`config.mk`:
```
export PLATFORM = sky130hd
export DESIGN_NAME = axis_slave_rx_flat
export DESIGN_NICKNAME = d
export VERILOG_FILES = /design/src/rtl/axis_slave_rx_if.sv /design/src/rtl/axis_slave_rx.sv /design/src/flat_wrapper.sv
export SDC_FILE = /design/constraint.sdc
export NUM_CORES = 1
export LEC_CHECK = 0
export BUFFER_PORTS_ARGS = -buffer_cell sky130_fd_sc_hd__buf_2
export CAP_MARGIN = 20
export CORE_AREA = 4 4 176 110
export CTS_CLUSTER_DIAMETER = 150
export DETAILED_ROUTE_END_ITERATION = 10
export DIE_AREA = 0 0 180 114
export PLACE_DENSITY = 0.84
export SYNTH_ARGS = -nofsm -noshare
export SYNTH_HDL_FRONTEND = slang
export SYNTH_SLANG_ARGS = --single-unit
```
`constraint.sdc`:
```
create_clock -name clk -period 5.1 [get_ports clk]
set_clock_uncertainty 0.05 [all_clocks]
set_input_delay 0.51 -clock clk [delete_from_list [all_inputs] [get_ports clk]]
set_output_delay 0.51 -clock clk [all_outputs]
set_load 0.01 [all_outputs]
```
`src/rtl/axis_slave_rx_if.sv`:
```
// Valid/ready streaming handshake bundle: the master drives data/valid, the slave drives ready.
interface axis_slave_rx_if #(
    parameter int DATA_W = 32
);
    logic [DATA_W-1:0] data;
    logic              valid;
    logic              ready;

    modport master (output data, output valid, input ready);
    modport slave  (input data, input valid, output ready);
endinterface

```
`src/rtl/axis_slave_rx.sv`:
```
// Streaming sink: buffers handshaked words in a small FIFO, drains one word every DRAIN_PERIOD
// cycles and checks that the drained words form an incrementing sequence.
module axis_slave_rx #(
    parameter int DATA_W       = 32,
    parameter int DEPTH        = 4,
    parameter int DRAIN_PERIOD = 3,
    parameter int ERR_W        = 16
) (
    input  logic                    clk,
    input  logic                    rst_n,
    axis_slave_rx_if.slave          s_axis,
    output logic [$clog2(DEPTH):0]  level,
    output logic [31:0]             beat_cnt,
    output logic [DATA_W-1:0]       last_data,
    output logic [ERR_W-1:0]        err_cnt,
    output logic                    seq_err
);
    localparam int PTR_W = (DEPTH > 1) ? $clog2(DEPTH) : 1;
    localparam int LVL_W = $clog2(DEPTH) + 1;
    localparam int CNT_W = (DRAIN_PERIOD > 1) ? $clog2(DRAIN_PERIOD) : 1;
    localparam logic [LVL_W-1:0] FULL_LVL = LVL_W'(DEPTH);
    localparam logic [CNT_W-1:0] TICK_CNT = CNT_W'(DRAIN_PERIOD - 1);
    localparam logic [ERR_W-1:0] ERR_MAX  = {ERR_W{1'b1}};

    logic [DATA_W-1:0] mem_q [DEPTH];
    logic [DATA_W-1:0] mem_d [DEPTH];
    logic [PTR_W-1:0]  wr_ptr_q, wr_ptr_d;
    logic [PTR_W-1:0]  rd_ptr_q, rd_ptr_d;
    logic [LVL_W-1:0]  level_q, level_d;
    logic [CNT_W-1:0]  drain_cnt_q, drain_cnt_d;
    logic [31:0]       beat_cnt_q, beat_cnt_d;
    logic [DATA_W-1:0] last_data_q, last_data_d;
    logic [DATA_W-1:0] expect_q, expect_d;
    logic              armed_q, armed_d;
    logic [ERR_W-1:0]  err_cnt_q, err_cnt_d;
    logic              seq_err_q, seq_err_d;

    logic              ready_s;
    logic              push_s;
    logic              tick_s;
    logic              pop_s;
    logic [DATA_W-1:0] pop_word_s;

    // Handshake qualifiers; ready looks only at registered occupancy, never at valid.
    always_comb begin
        ready_s    = rst_n && (level_q != FULL_LVL);
        push_s     = s_axis.valid && ready_s;
        tick_s     = (drain_cnt_q == TICK_CNT);
        pop_s      = tick_s && (level_q != {LVL_W{1'b0}});
        pop_word_s = mem_q[rd_ptr_q];
    end

    assign s_axis.ready = ready_s;

    // FIFO storage, pointers, occupancy and the free-running drain counter.
    always_comb begin
        mem_d      = mem_q;
        wr_ptr_d   = wr_ptr_q;
        rd_ptr_d   = rd_ptr_q;
        beat_cnt_d = beat_cnt_q;
        level_d    = level_q;

        if (push_s) begin
            mem_d[wr_ptr_q] = s_axis.data;
            wr_ptr_d        = wr_ptr_q + PTR_W'(1);
            beat_cnt_d      = beat_cnt_q + 32'd1;
        end else begin
            wr_ptr_d   = wr_ptr_q;
            beat_cnt_d = beat_cnt_q;
        end

        if (pop_s) begin
            rd_ptr_d = rd_ptr_q + PTR_W'(1);
        end else begin
            rd_ptr_d = rd_ptr_q;
        end

        case ({push_s, pop_s})
            2'b10:   level_d = level_q + LVL_W'(1);
            2'b01:   level_d = level_q - LVL_W'(1);
            default: level_d = level_q;
        endcase

        // A tick that finds the FIFO empty is simply lost.
        if (tick_s) begin
            drain_cnt_d = {CNT_W{1'b0}};
        end else begin
            drain_cnt_d = drain_cnt_q + CNT_W'(1);
        end
    end

    // Sequence checker: the first drained word only arms it; afterwards it resyncs to each word.
    always_comb begin
        last_data_d = last_data_q;
        armed_d     = armed_q;
        expect_d    = expect_q;
        err_cnt_d   = err_cnt_q;
        seq_err_d   = 1'b0;

        if (pop_s) begin
            last_data_d = pop_word_s;
            armed_d     = 1'b1;
            expect_d    = pop_word_s + DATA_W'(1);
            if (armed_q && (pop_word_s != expect_q)) begin
                seq_err_d = 1'b1;
                if (err_cnt_q != ERR_MAX) begin
                    err_cnt_d = err_cnt_q + ERR_W'(1);
                end else begin
                    err_cnt_d = err_cnt_q;
                end
            end else begin
                seq_err_d = 1'b0;
            end
        end else begin
            last_data_d = last_data_q;
        end
    end

    // State registers with synchronous active-low reset.
    always_ff @(posedge clk) begin
        if (!rst_n) begin
            for (int i = 0; i < DEPTH; i++) begin
                mem_q[i] <= {DATA_W{1'b0}};
            end
            wr_ptr_q    <= {PTR_W{1'b0}};
            rd_ptr_q    <= {PTR_W{1'b0}};
            level_q     <= {LVL_W{1'b0}};
            drain_cnt_q <= {CNT_W{1'b0}};
            beat_cnt_q  <= 32'd0;
            last_data_q <= {DATA_W{1'b0}};
            expect_q    <= {DATA_W{1'b0}};
            armed_q     <= 1'b0;
            err_cnt_q   <= {ERR_W{1'b0}};
            seq_err_q   <= 1'b0;
        end else begin
            for (int i = 0; i < DEPTH; i++) begin
                mem_q[i] <= mem_d[i];
            end
            wr_ptr_q    <= wr_ptr_d;
            rd_ptr_q    <= rd_ptr_d;
            level_q     <= level_d;
            drain_cnt_q <= drain_cnt_d;
            beat_cnt_q  <= beat_cnt_d;
            last_data_q <= last_data_d;
            expect_q    <= expect_d;
            armed_q     <= armed_d;
            err_cnt_q   <= err_cnt_d;
            seq_err_q   <= seq_err_d;
        end
    end

    assign level     = level_q;
    assign beat_cnt  = beat_cnt_q;
    assign last_data = last_data_q;
    assign err_cnt   = err_cnt_q;
    assign seq_err   = seq_err_q;
endmodule

```
`src/flat_wrapper.sv`:
```
// flat-port wrapper written by rule: the top's interface ports become plain ports
module axis_slave_rx_flat 
#(
    parameter int DATA_W       = 32,
    parameter int DEPTH        = 4,
    parameter int DRAIN_PERIOD = 3,
    parameter int ERR_W        = 16
)
  (clk, rst_n, level, beat_cnt, last_data, err_cnt, seq_err, s_axis_data, s_axis_valid, s_axis_ready);
  axis_slave_rx_if #(.DATA_W(DATA_W)) s_axis_i ();
  input  logic clk;
  input  logic rst_n;
  output logic [$clog2(DEPTH):0] level;
  output logic [31:0] beat_cnt;
  output logic [DATA_W-1:0] last_data;
  output logic [ERR_W-1:0] err_cnt;
  output logic seq_err;
  input wire logic [$bits(s_axis_i.data)-1:0] s_axis_data;
  input wire logic [$bits(s_axis_i.valid)-1:0] s_axis_valid;
  output wire logic [$bits(s_axis_i.ready)-1:0] s_axis_ready;
  assign s_axis_i.data = s_axis_data;
  assign s_axis_i.valid = s_axis_valid;
  assign s_axis_ready = s_axis_i.ready;
  axis_slave_rx #(.DATA_W(DATA_W), .DEPTH(DEPTH), .DRAIN_PERIOD(DRAIN_PERIOD), .ERR_W(ERR_W)) u_core (.clk(clk), .rst_n(rst_n), .s_axis(s_axis_i), .level(level), .beat_cnt(beat_cnt), .last_data(last_data), .err_cnt(err_cnt), .seq_err(seq_err));
endmodule
```
==> After elaboration in Yosys (flattened, before gate mapping) <==
Index checks and enable logic that the tools add are counted.
{ "op_classes": {"div": 0, "n_addsub": 8, "n_lt_le_gt_ge": 3, "n_mul": 0, "mux": 8, "eq_ne": 6, "bitwise_logic": 3, "reduce_logical": 10, "shift": 0} }
{ "op_table": {"columns": ["cell", "count"], "rows": [
  ["$bwmux 128", 1],
  ["$mux 32", 3],
  ["$add 32x1->32 const B", 2],
  ["$bmux 32 s2", 1],
  ["$demux 32 s2", 1],
  ["$ne 32x32->1", 1],
  ["$add 16x1->16 const B", 1],
  ["$ne 16x16->1 const B", 1],
  ["$add 2x1->2 const B", 3],
  ["$ge 3x3->1 const B", 2],
  ["$not 2->3", 2],
  ["$pmux 3 s2", 1],
  ["$logic_and 1x1->1", 5],
  ["$eq 2x2->1 const B", 2],
  ["$add 3x1->3 const B", 1],
  ["$lt 3x1->1 const B", 1],
  ["$ne 3x3->1 const B", 1],
  ["$reduce_and 3->1", 1],
  ["$reduce_bool 3->1", 1],
  ["$sub 3x1->3 const B", 1],
  ["$eq 2x1->1 const B", 1],
  ["$reduce_and 2->1", 1],
  ["$reduce_bool 2->1", 1],
  ["$reduce_or 2->1", 1],
  ["other kinds (2)", 2]
]} }
{ "totals": {"output_inout_bits": 85, "reg_bits": 251, "mem_bits_rw": 0, "latch_bits": 0, "input_bits": 35, "wordCells": 52, "romBits": 0, "n_memories": 0} }

==> Logic depth before layout (Yosys ltp) <==
Gate-level depths: netlist (run 1).
{ "logic_depth": {"ltp_word": 7, "mapped_depth": 12, "mapped_depth_nobuf": 10} }

==> Worst setup path before layout (run 1) <==
OpenSTA, ideal clock, no wires.
{ "synth_path": {"kind": "register to register", "startpoint": "register u_core.rd_ptr_q[0]", "endpoint": "register u_core.err_cnt_q[0], in the netlist u_core.err_cnt[0]", "path_slack_ns": 2.356, "arrival_ns": 2.575, "path_stages_with_launch": 13, "n_path_buf": 5, "setup_ns": 0.119, "t_required_ns": 4.931, "period_less_slack_ns": 2.744, "cell_sequence": "dfxtp_1 > buf_6 > buf_12 > buf_12 > mux4_2 > xnor2_2 > nand4_1 > or4_4 > nor2_4 > buf_6 > buf_12 > nor2_4 > mux2i_1"} }
{ "synth_via": {"elab_chain_cells": 7} }
{ "synth_lines": {"columns": ["item", "line_no", "text"], "rows": [
  ["from (decl)", "axis_slave_rx.sv:28", "logic [PTR_W-1:0] rd_ptr_q, rd_ptr_d;"],
  ["from (signal assigned)", "axis_slave_rx.sv:126", "rd_ptr_q <= {PTR_W{1'b0}};"],
  ["from (signal assigned)", "axis_slave_rx.sv:140", "rd_ptr_q <= rd_ptr_d;"],
  ["$not 2->3 (not written as such)", "axis_slave_rx.sv:50", "pop_word_s = mem_q[rd_ptr_q];"],
  ["$bmux 32 s2", "axis_slave_rx.sv:50", null],
  ["$mux 32 (not written as such) (2 in series)", "axis_slave_rx.sv:50", null],
  ["$ne 32x32->1", "axis_slave_rx.sv:104", "if (armed_q && (pop_word_s != expect_q)) begin"],
  ["$logic_and 1x1->1", "axis_slave_rx.sv:104", null],
  ["$reduce_and 3->1 (no line)", null, null],
  ["to (signal assigned)", "axis_slave_rx.sv:133", "err_cnt_q <= {ERR_W{1'b0}};"],
  ["to (signal assigned)", "axis_slave_rx.sv:147", "err_cnt_q <= err_cnt_d;"],
  ["to (decl)", "axis_slave_rx.sv:35", "logic [ERR_W-1:0] err_cnt_q, err_cnt_d;"]
]} }
Every way passes these cells. The select of a mux whose other input is x is not followed.
A chain may end at the register's enable or synchronous reset.

==> Worst setup path after layout (run 1) <==
{ "layout_path": {"startpoint": "register u_core.rd_ptr_q[0]", "endpoint": "register u_core.err_cnt_q[10], in the netlist u_core.err_cnt[10]"} }
The elaborated chain is that of the path after synthesis.

==> results of run 1 <==
## metrics by stage
stage	cell area, um^2	power [mW]	setup slack (ns)	hold WS, ns	util (%)
6_report	12450	4.185	1.418	0.2166	70.18
5_1_grt	12450	4.331	1.158	0.2135	70.18
2_1_floorplan	11030	2.352	2.356	0.3419	-
4_1_cts	12450	4.200	1.384	0.2082	70.18
3_5_place_dp	11680	2.447	1.428	0.3558	65.85
3_3_place_gp	11680	2.436	1.543	0.3498	65.85
## worst paths after layout
kind / from / end / slack [ns] / depth (start not counted)
setup / recovery: u_core.rd_ptr_q[0] / u_core.err_cnt[10] / 1.42 / 8
hold reg to reg: u_core.drain_cnt_q[0] / u_core.drain_cnt_q[0] / 0.37 / 1
setup reg to reg: u_core.rd_ptr_q[0] / u_core.err_cnt[10] / 1.42 / 8
hold / removal: s_axis_data[5] / u_core.mem_q[101] / 0.22 / 3
## registers in the layout (all words and copies together), names as in the netlist
name and cells:
u_core.armed_q 1, u_core.beat_cnt 32, u_core.drain_cnt_q 2, u_core.err_cnt 16
u_core.expect_q 32, u_core.last_data 32, u_core.level 3, u_core.mem_q 128
u_core.rd_ptr_q 2, u_core.seq_err 1, u_core.wr_ptr_q 2
## cells by family after synthesis
group	Yosys count	synth area share, %
adder cells (fa/ha/maj)	10	1.203
flip-flops	251	45.57
multiplexers	43	7.546
AO/OA/AOI/OAI	238	11.68
buffers and inverters	100	4.108
AND/OR/NAND/NOR	574	22.76
XOR/XNOR	89	7.137
## power breakdown
group	internal, mW	switching, mW
sequential	2.01	0.0437
combinational	0.131	0.227
clock	1.04	0.730
total	3.18	1.00
## critical path, stage by stage (launching register included)
cell	delay [ns]
sky130_fd_sc_hd__dfxtp_2	0.76
sky130_fd_sc_hd__buf_4	0.36
sky130_fd_sc_hd__mux4_2	0.64
sky130_fd_sc_hd__xnor2_1	0.21
sky130_fd_sc_hd__nand4_1	0.15
sky130_fd_sc_hd__or4_1	0.60
sky130_fd_sc_hd__nor2_4	0.48
sky130_fd_sc_hd__or4_1	0.19
sky130_fd_sc_hd__a21oi_1	0.06
## layout by cell type (no fill, tap or decap), drive strengths merged, types with 15 or more instances in the layout
master,Yosys,layout
inv,14,15
nand3,27,27
dfxtp,251,251
nor2,68,68
a21oi,181,181
mux4,32,32
nand2,374,374
clkbuf,72,34
xnor2,57,57
buf,13,136
o21ai,25,25
xor2,32,32
nand4,26,26
## area by class of cell
type / count / area [um^2] / share of cell area, %
well taps: 240 / 300.3 / 2.413
clock inverters: 7 / 110.1 / 0.8847
inverters: 15 / 61.31 / 0.4926
multi-input cells: 954 / 5568 / 44.74
flip-flops and latches: 251 / 5026 / 40.38
repair buffers: 136 / 723.2 / 5.811
clock buffers: 34 / 656.9 / 5.278
## routing by layer
metal	track usage [%]	vias to the layer above	part of all wire, %
li1	-	4569	-
met4	5.530	0	1.4
met1	41.73	4508	45
met3	7.075	39	12
met2	39.26	507	42
met5	0	-	0
==> out/metrics.cfg, run 1 <==
[outcome]
status = complete, no violations

[finish]
drive_above_1_share_pct = 15.53
n_antenna_cell = 0
post_layout_nonfiller_instances = 1637
nets = 1426
area.growth.synth_to_final_pct = 12.87
fill_cells = 1372

[clock_tree]
cts_root_buf = sky130_fd_sc_hd__clkbuf_16
path_clk_slew_ns = 0.07
post_cts_buffers = 0
clock_sink_count = 251
insertion_delay_ns = 0.51
tritoncts_clock_tree = yes
cts_buffer_depth = 3
post_cts_resized = 0
ctsHoldBuffers = 0
h-tree-depth = 1
cts_buffers = 23

[detailed_routing]
first_iter_violations = 1217
detail_route.drc_violations = 0
drt_pass1_iterations = 5
vias = 9623
post_drt_wl_per_cell_um = 17.66
wl_um = 28900
routed_via_density = 5.878
route.antenna.remaining_nets = 0

[synthesis]
synth.most_common_cell = sky130_fd_sc_hd__nand2_1
synth_nets = 1350
synth_async_sr_flop_share_pct = 0
synth-edff-count = 0
netlist_top_cells_count = 374 x sky130_fd_sc_hd__nand2_1, 251 x sky130_fd_sc_hd__dfxtp_1, 181 x sky130_fd_sc_hd__a21oi_1
seq_area_frac_synth_pct = 45.57
yosys_most_used_dff = sky130_fd_sc_hd__dfxtp_1
netlist_area_um2 = 11030
synth-warning-count = 0
synth_top_area_share_pct = 45.57
synth_cell_type_count = 52
synth.avg_cell_area_um2 = 8.450
syn_inst = 1305
synth.top_cells.by_area = sky130_fd_sc_hd__dfxtp_1 46%, sky130_fd_sc_hd__nand2_1 13%, sky130_fd_sc_hd__a21oi_1 8.2%
synthDominantAreaCellType = sky130_fd_sc_hd__dfxtp_1
synth-seq-cells = 251

[worst_setup_path]
required_time_at_the_worst_slack_endpoint_ns = 5.40
worstPathMaxFanout = 23
criticalPathCategory = reg2reg
critPathCaptureType = flip-flop
timing.critical_path.arrival_ns = 3.98
worstSetupStartpointType = flip-flop

[floorplanning]
design.die.area_um2 = 20520
io-pin-count = 120
fp.dieH_um = 114
starting_utilization_of_the_core_area_pct = 62.18
std_cell_rows = 38
design.core.area_um2 = 17730
die_w_um = 180

[grt]
maximum_number_of_pins_on_one_net_before_global_route_repair = 111
antenna_violations_before_repair = 0
number_of_global_route_vias_before_repair = 8813
globalRouteTotalUtil_pct = 27.32
grt_remaining_overflow = 0
grt_first_pass_wirelength_um = 46430

[timing]
report.final.setup_viol = 0
maxSlewViolCount = 0
period_share_pct = 72.20
fmax_mhz = 271.6
unrepaired_setup_endpoints_after_global_routing = no
timing_hold_violations_final = 0
fin_tns_setup_ns = 0
final_period_minus_worst_setup_slack_ns = 3.682
timing_worst_slew_pin_value_ns = 1.105
maxSlewHeadroom_pct = 26.32

[place]
place.port_buffers = 119
numPlacedInstances = 1596
post-dp-hpwl_um = 19330
gpl.final_weighted_congestion = 0.9124

[flow_run]
timing.max_cap.violations = 0

[worst_hold_path]
worstHoldPathType = in2reg

[power_and_ir_drop]
power.leakage_nw = 4.350
p_per_area_nw_per_um2 = 336.3
vdd_drop_max_mv = 0.2743

Power figures use the tool's default switching activity.
==> inputs of run 2 (changes only) <==
CORE_AREA = 4 4 182 113   (was 4 4 176 110)
DIE_AREA = 0 0 186 117   (was 0 0 180 114)
PLACE_DENSITY = 0.79   (was 0.84)
clock period = 3.7 ns   (was 5.1 ns; I/O delays follow)
==> run 2 against run 1 <==
Register-to-register slack worse by 0.93 ns. Clock power up 39%. Critical endpoint is now u_core.err_cnt[9]. Cell count up 0.31%. Sequential power up 38%. Critical path depth unchanged. Final area up 0.31%. Core utilization down 3.9 points. Non-clock buffer count up 1. Via count down 0.25%.
==> out/metrics.cfg, run 2 (synthesized netlist as in run 1, its figures left out) <==
[detailed_routing]
drt_pass1_iterations = 5  ; unchanged
detail_route.drc_violations = 0  ; unchanged
vias = 9599  ; was 9623
wl_um = 29300  ; was 28900 um
post_drt_wl_per_cell_um = 17.85  ; was 17.66 um
first_iter_violations = 1241  ; was 1217
route.antenna.remaining_nets = 0  ; unchanged
routed_via_density = 5.846  ; was 5.878

[timing]
unrepaired_setup_endpoints_after_global_routing = no  ; unchanged
maxSlewHeadroom_pct = 36.74  ; was 26.32%
timing_worst_slew_pin_value_ns = 0.9488  ; was 1.105 ns
maxSlewViolCount = 0  ; unchanged
fin_tns_setup_ns = 0  ; unchanged
final_period_minus_worst_setup_slack_ns = 3.208  ; was 3.682 ns
timing_hold_violations_final = 0  ; unchanged
worst_slack_ns = 0.4924  ; was 1.418 ns
period_share_pct = 86.69  ; was 72.20%
fmax_mhz = 311.8  ; was 271.6 MHz
report.final.setup_viol = 0  ; unchanged

[worst_hold_path]
hold_depth = 3  ; unchanged
worstHoldPathType = in2reg  ; unchanged
worst_hold_path.endpoint = u_core.mem_q[28]  ; was u_core.mem_q[101]
hold_start = s_axis_data[28]  ; was s_axis_data[5]

[grt]
grt_remaining_overflow = 0  ; unchanged
globalRouteTotalUtil_pct = 26.55  ; was 27.32%
maximum_number_of_pins_on_one_net_before_global_route_repair = 95  ; was 111
number_of_global_route_vias_before_repair = 8713  ; was 8813
grt_first_pass_wirelength_um = 46550  ; was 46430 um
antenna_violations_before_repair = 0  ; unchanged

[worst_setup_path]
critPathCaptureType = flip-flop  ; unchanged
critical_path.n_buffers_inverters = 1  ; unchanged
critPathMaxStageDelay_ns = 0.62  ; was 0.76 ns
cp_num_cells = 8  ; unchanged
timing.critical_path.cells = buf_12 -> mux4_2 -> xnor2_1 -> nand4_1 -> or4_1 -> nor2_4 -> nor4_1 -> mux2i_1  ; was buf_4 -> mux4_2 -> xnor2_1 -> nand4_1 -> or4_1 -> nor2_4 -> or4_1 -> a21oi_1
worstPathMaxFanout = 27  ; was 23
reg2reg_setup_slack_ns = 0.49  ; was 1.42 ns
crit-reg2reg-capture = u_core.err_cnt[9]  ; was u_core.err_cnt[10]
cp_top_family = simple AND/OR/NAND/NOR gates  ; unchanged
timing.critical_path.arrival_ns = 3.53  ; was 3.98 ns
r2r.worst_path.cells = 8  ; unchanged
worst_r2r_startpoint = u_core.rd_ptr_q[0]  ; unchanged
cell_with_the_largest_stage_delay_on_the_worst_path = sky130_fd_sc_hd__mux4_2  ; was sky130_fd_sc_hd__dfxtp_2
criticalPathCategory = reg2reg  ; unchanged
worstSetupStartpointType = flip-flop  ; unchanged
required_time_at_the_worst_slack_endpoint_ns = 4.02  ; was 5.40 ns

[finish]
most_frequent_cells_in_the_layout = 374 x sky130_fd_sc_hd__nand2_1, 250 x sky130_fd_sc_hd__dfxtp_1, 181 x sky130_fd_sc_hd__a21oi_1, 119 x sky130_fd_sc_hd__buf_2, 65 x sky130_fd_sc_hd__nor2_1  ; unchanged
finish.instance_area_um2 = 12480  ; was 12450 um^2
nets = 1427  ; was 1426
area.growth.synth_to_final_pct = 13.22  ; was 12.87%
fill_cells = 1544  ; was 1372
largest_register_ff_count = 128  ; unchanged
register_bank_with_the_most_flops = u_core.mem_q  ; unchanged
commonest_non_fill_non_tap_cell_in_the_layout = sky130_fd_sc_hd__nand2_1  ; unchanged
drive_above_1_share_pct = 15.76  ; was 15.53%
n_antenna_cell = 0  ; unchanged

[place]
post-dp-hpwl_um = 19540  ; was 19330 um
dp_worst_setup_slack_ns = 0.5466  ; was 1.428 ns
gpl.final_weighted_congestion = 0.9021  ; was 0.9124
place.port_buffers = 119  ; unchanged
cell_area_after_placement_um2 = 11720  ; was 11680 um^2

[power_and_ir_drop]
net-switching-power_mw = 1.390  ; was 1.000 mW
power.switching_fraction_pct = 24.03  ; was 23.91%
power.leakage_nw = 4.356  ; was 4.350 nW
power.sequential.fraction_pct = 48.8  ; was 49.1%
power_frac_comb_pct = 8.7  ; was 8.6%
power_report.internal_total_mw = 4.393  ; was 3.185 mW
total_power_mw = 5.783  ; was 4.185 mW
p_per_area_nw_per_um2 = 463.2  ; was 336.3 nW/um^2
clockPowerShare_pct = 42.5  ; was 42.4%
vdd_drop_max_mv = 0.3243  ; was 0.2743 mV

[clock_tree]
tritoncts_clock_tree = yes  ; unchanged
post_cts_resized = 0  ; unchanged
cts_root_buf = sky130_fd_sc_hd__clkbuf_16  ; unchanged
h-tree-depth = 1  ; unchanged
ctsHoldBuffers = 0  ; unchanged
insertion_delay_ns = 0.51  ; about the same
cts_buffer_depth = 3  ; unchanged
clock_sink_count = 251  ; unchanged
cts_buffers = 23  ; unchanged
path_clk_slew_ns = 0.07  ; about the same
post_cts_buffers = 0  ; unchanged

[floorplanning]
std_cell_rows = 39  ; was 38
design.core.area_um2 = 18840  ; was 17730 um^2
starting_utilization_of_the_core_area_pct = 58.54  ; was 62.18%
fp.dieH_um = 117  ; was 114 um
design.die.area_um2 = 21760  ; was 20520 um^2
io-pin-count = 120  ; unchanged
die_w_um = 186  ; was 180 um

[outcome]
status = complete, no violations  ; unchanged

[flow_run]
timing.max_cap.violations = 0  ; unchanged

==> run 2: area by class of cell <==
cell class / count / area, um^2 / share of cell area [%]
Sequential cell: 251 / 5026 / 40.26
Clock inverter: 12 / 165.2 / 1.323
Multi-Input combinational cell: 954 / 5568 / 44.60
Timing Repair Buffer: 137 / 755.7 / 6.053
Clock buffer: 27 / 600.6 / 4.811
Tap cell: 246 / 307.8 / 2.465
Inverter: 15 / 61.31 / 0.4911
==> run 2: metal layers <==
metal  track usage, %  share of wire, %  vias up
li1                 -                 -     4571
met1            41.70                47     4543
met2            38.59                42      447
met3            5.127                10       38
met4            4.367               1.3        0
met5                0                 0        -
==> run 2: metrics by stage <==
step / std cells / hold WS, ns / utilization [%]
after floorplan: 1305 / 0.3419 / -
after global placement: 1603 / 0.3504 / 62.22
after detailed placement: 1603 / 0.3681 / 62.22
after CTS: 1642 / 0.06608 / 66.28
after global routing: 1642 / 0.07761 / 66.28
final: 1642 / 0.07853 / 66.28
==> run 2: worst register-to-register path, stage by stage, from the launching register on <==
cell and delay, ns:
sky130_fd_sc_hd__dfxtp_2 0.35, sky130_fd_sc_hd__buf_12 0.24, sky130_fd_sc_hd__mux4_2 0.63, sky130_fd_sc_hd__xnor2_1 0.27, sky130_fd_sc_hd__nand4_1 0.11, sky130_fd_sc_hd__or4_1 0.61
sky130_fd_sc_hd__nor2_4 0.49, sky130_fd_sc_hd__nor4_1 0.16, sky130_fd_sc_hd__mux2i_1 0.16
==> run 2: worst max path at each step <==
| stage | startpoint | endpoint | slack (ns) |
|---|---|---|---|
| after CTS | u_core.rd_ptr_q[0] | u_core.err_cnt[9] | 0.51 |
| final | u_core.rd_ptr_q[0] | u_core.err_cnt[9] | 0.49 |
| after global routing | u_core.rd_ptr_q[0] | u_core.err_cnt[9] | 0.33 |
| after detailed placement | u_core.rd_ptr_q[0] | u_core.err_cnt[9] | 0.55 |
| after floorplan | u_core.rd_ptr_q[0] | u_core.err_cnt[0] | 0.96 |
| after global placement | u_core.rd_ptr_q[0] | u_core.err_cnt[3] | 0.63 |
==> run 2: power by group through the flow <==
| stage | combinational [mW] | sequential [mW] | clock [mW] |
|---|---|---|---|
| after floorplan | 0.372 | 2.87 | 0 |
| after global placement | 0.481 | 2.88 | 0 |
| after detailed placement | 0.495 | 2.88 | 0 |
| after CTS | 0.498 | 2.82 | 2.49 |
| after global routing | 0.556 | 2.83 | 2.60 |
| final | 0.504 | 2.82 | 2.46 |
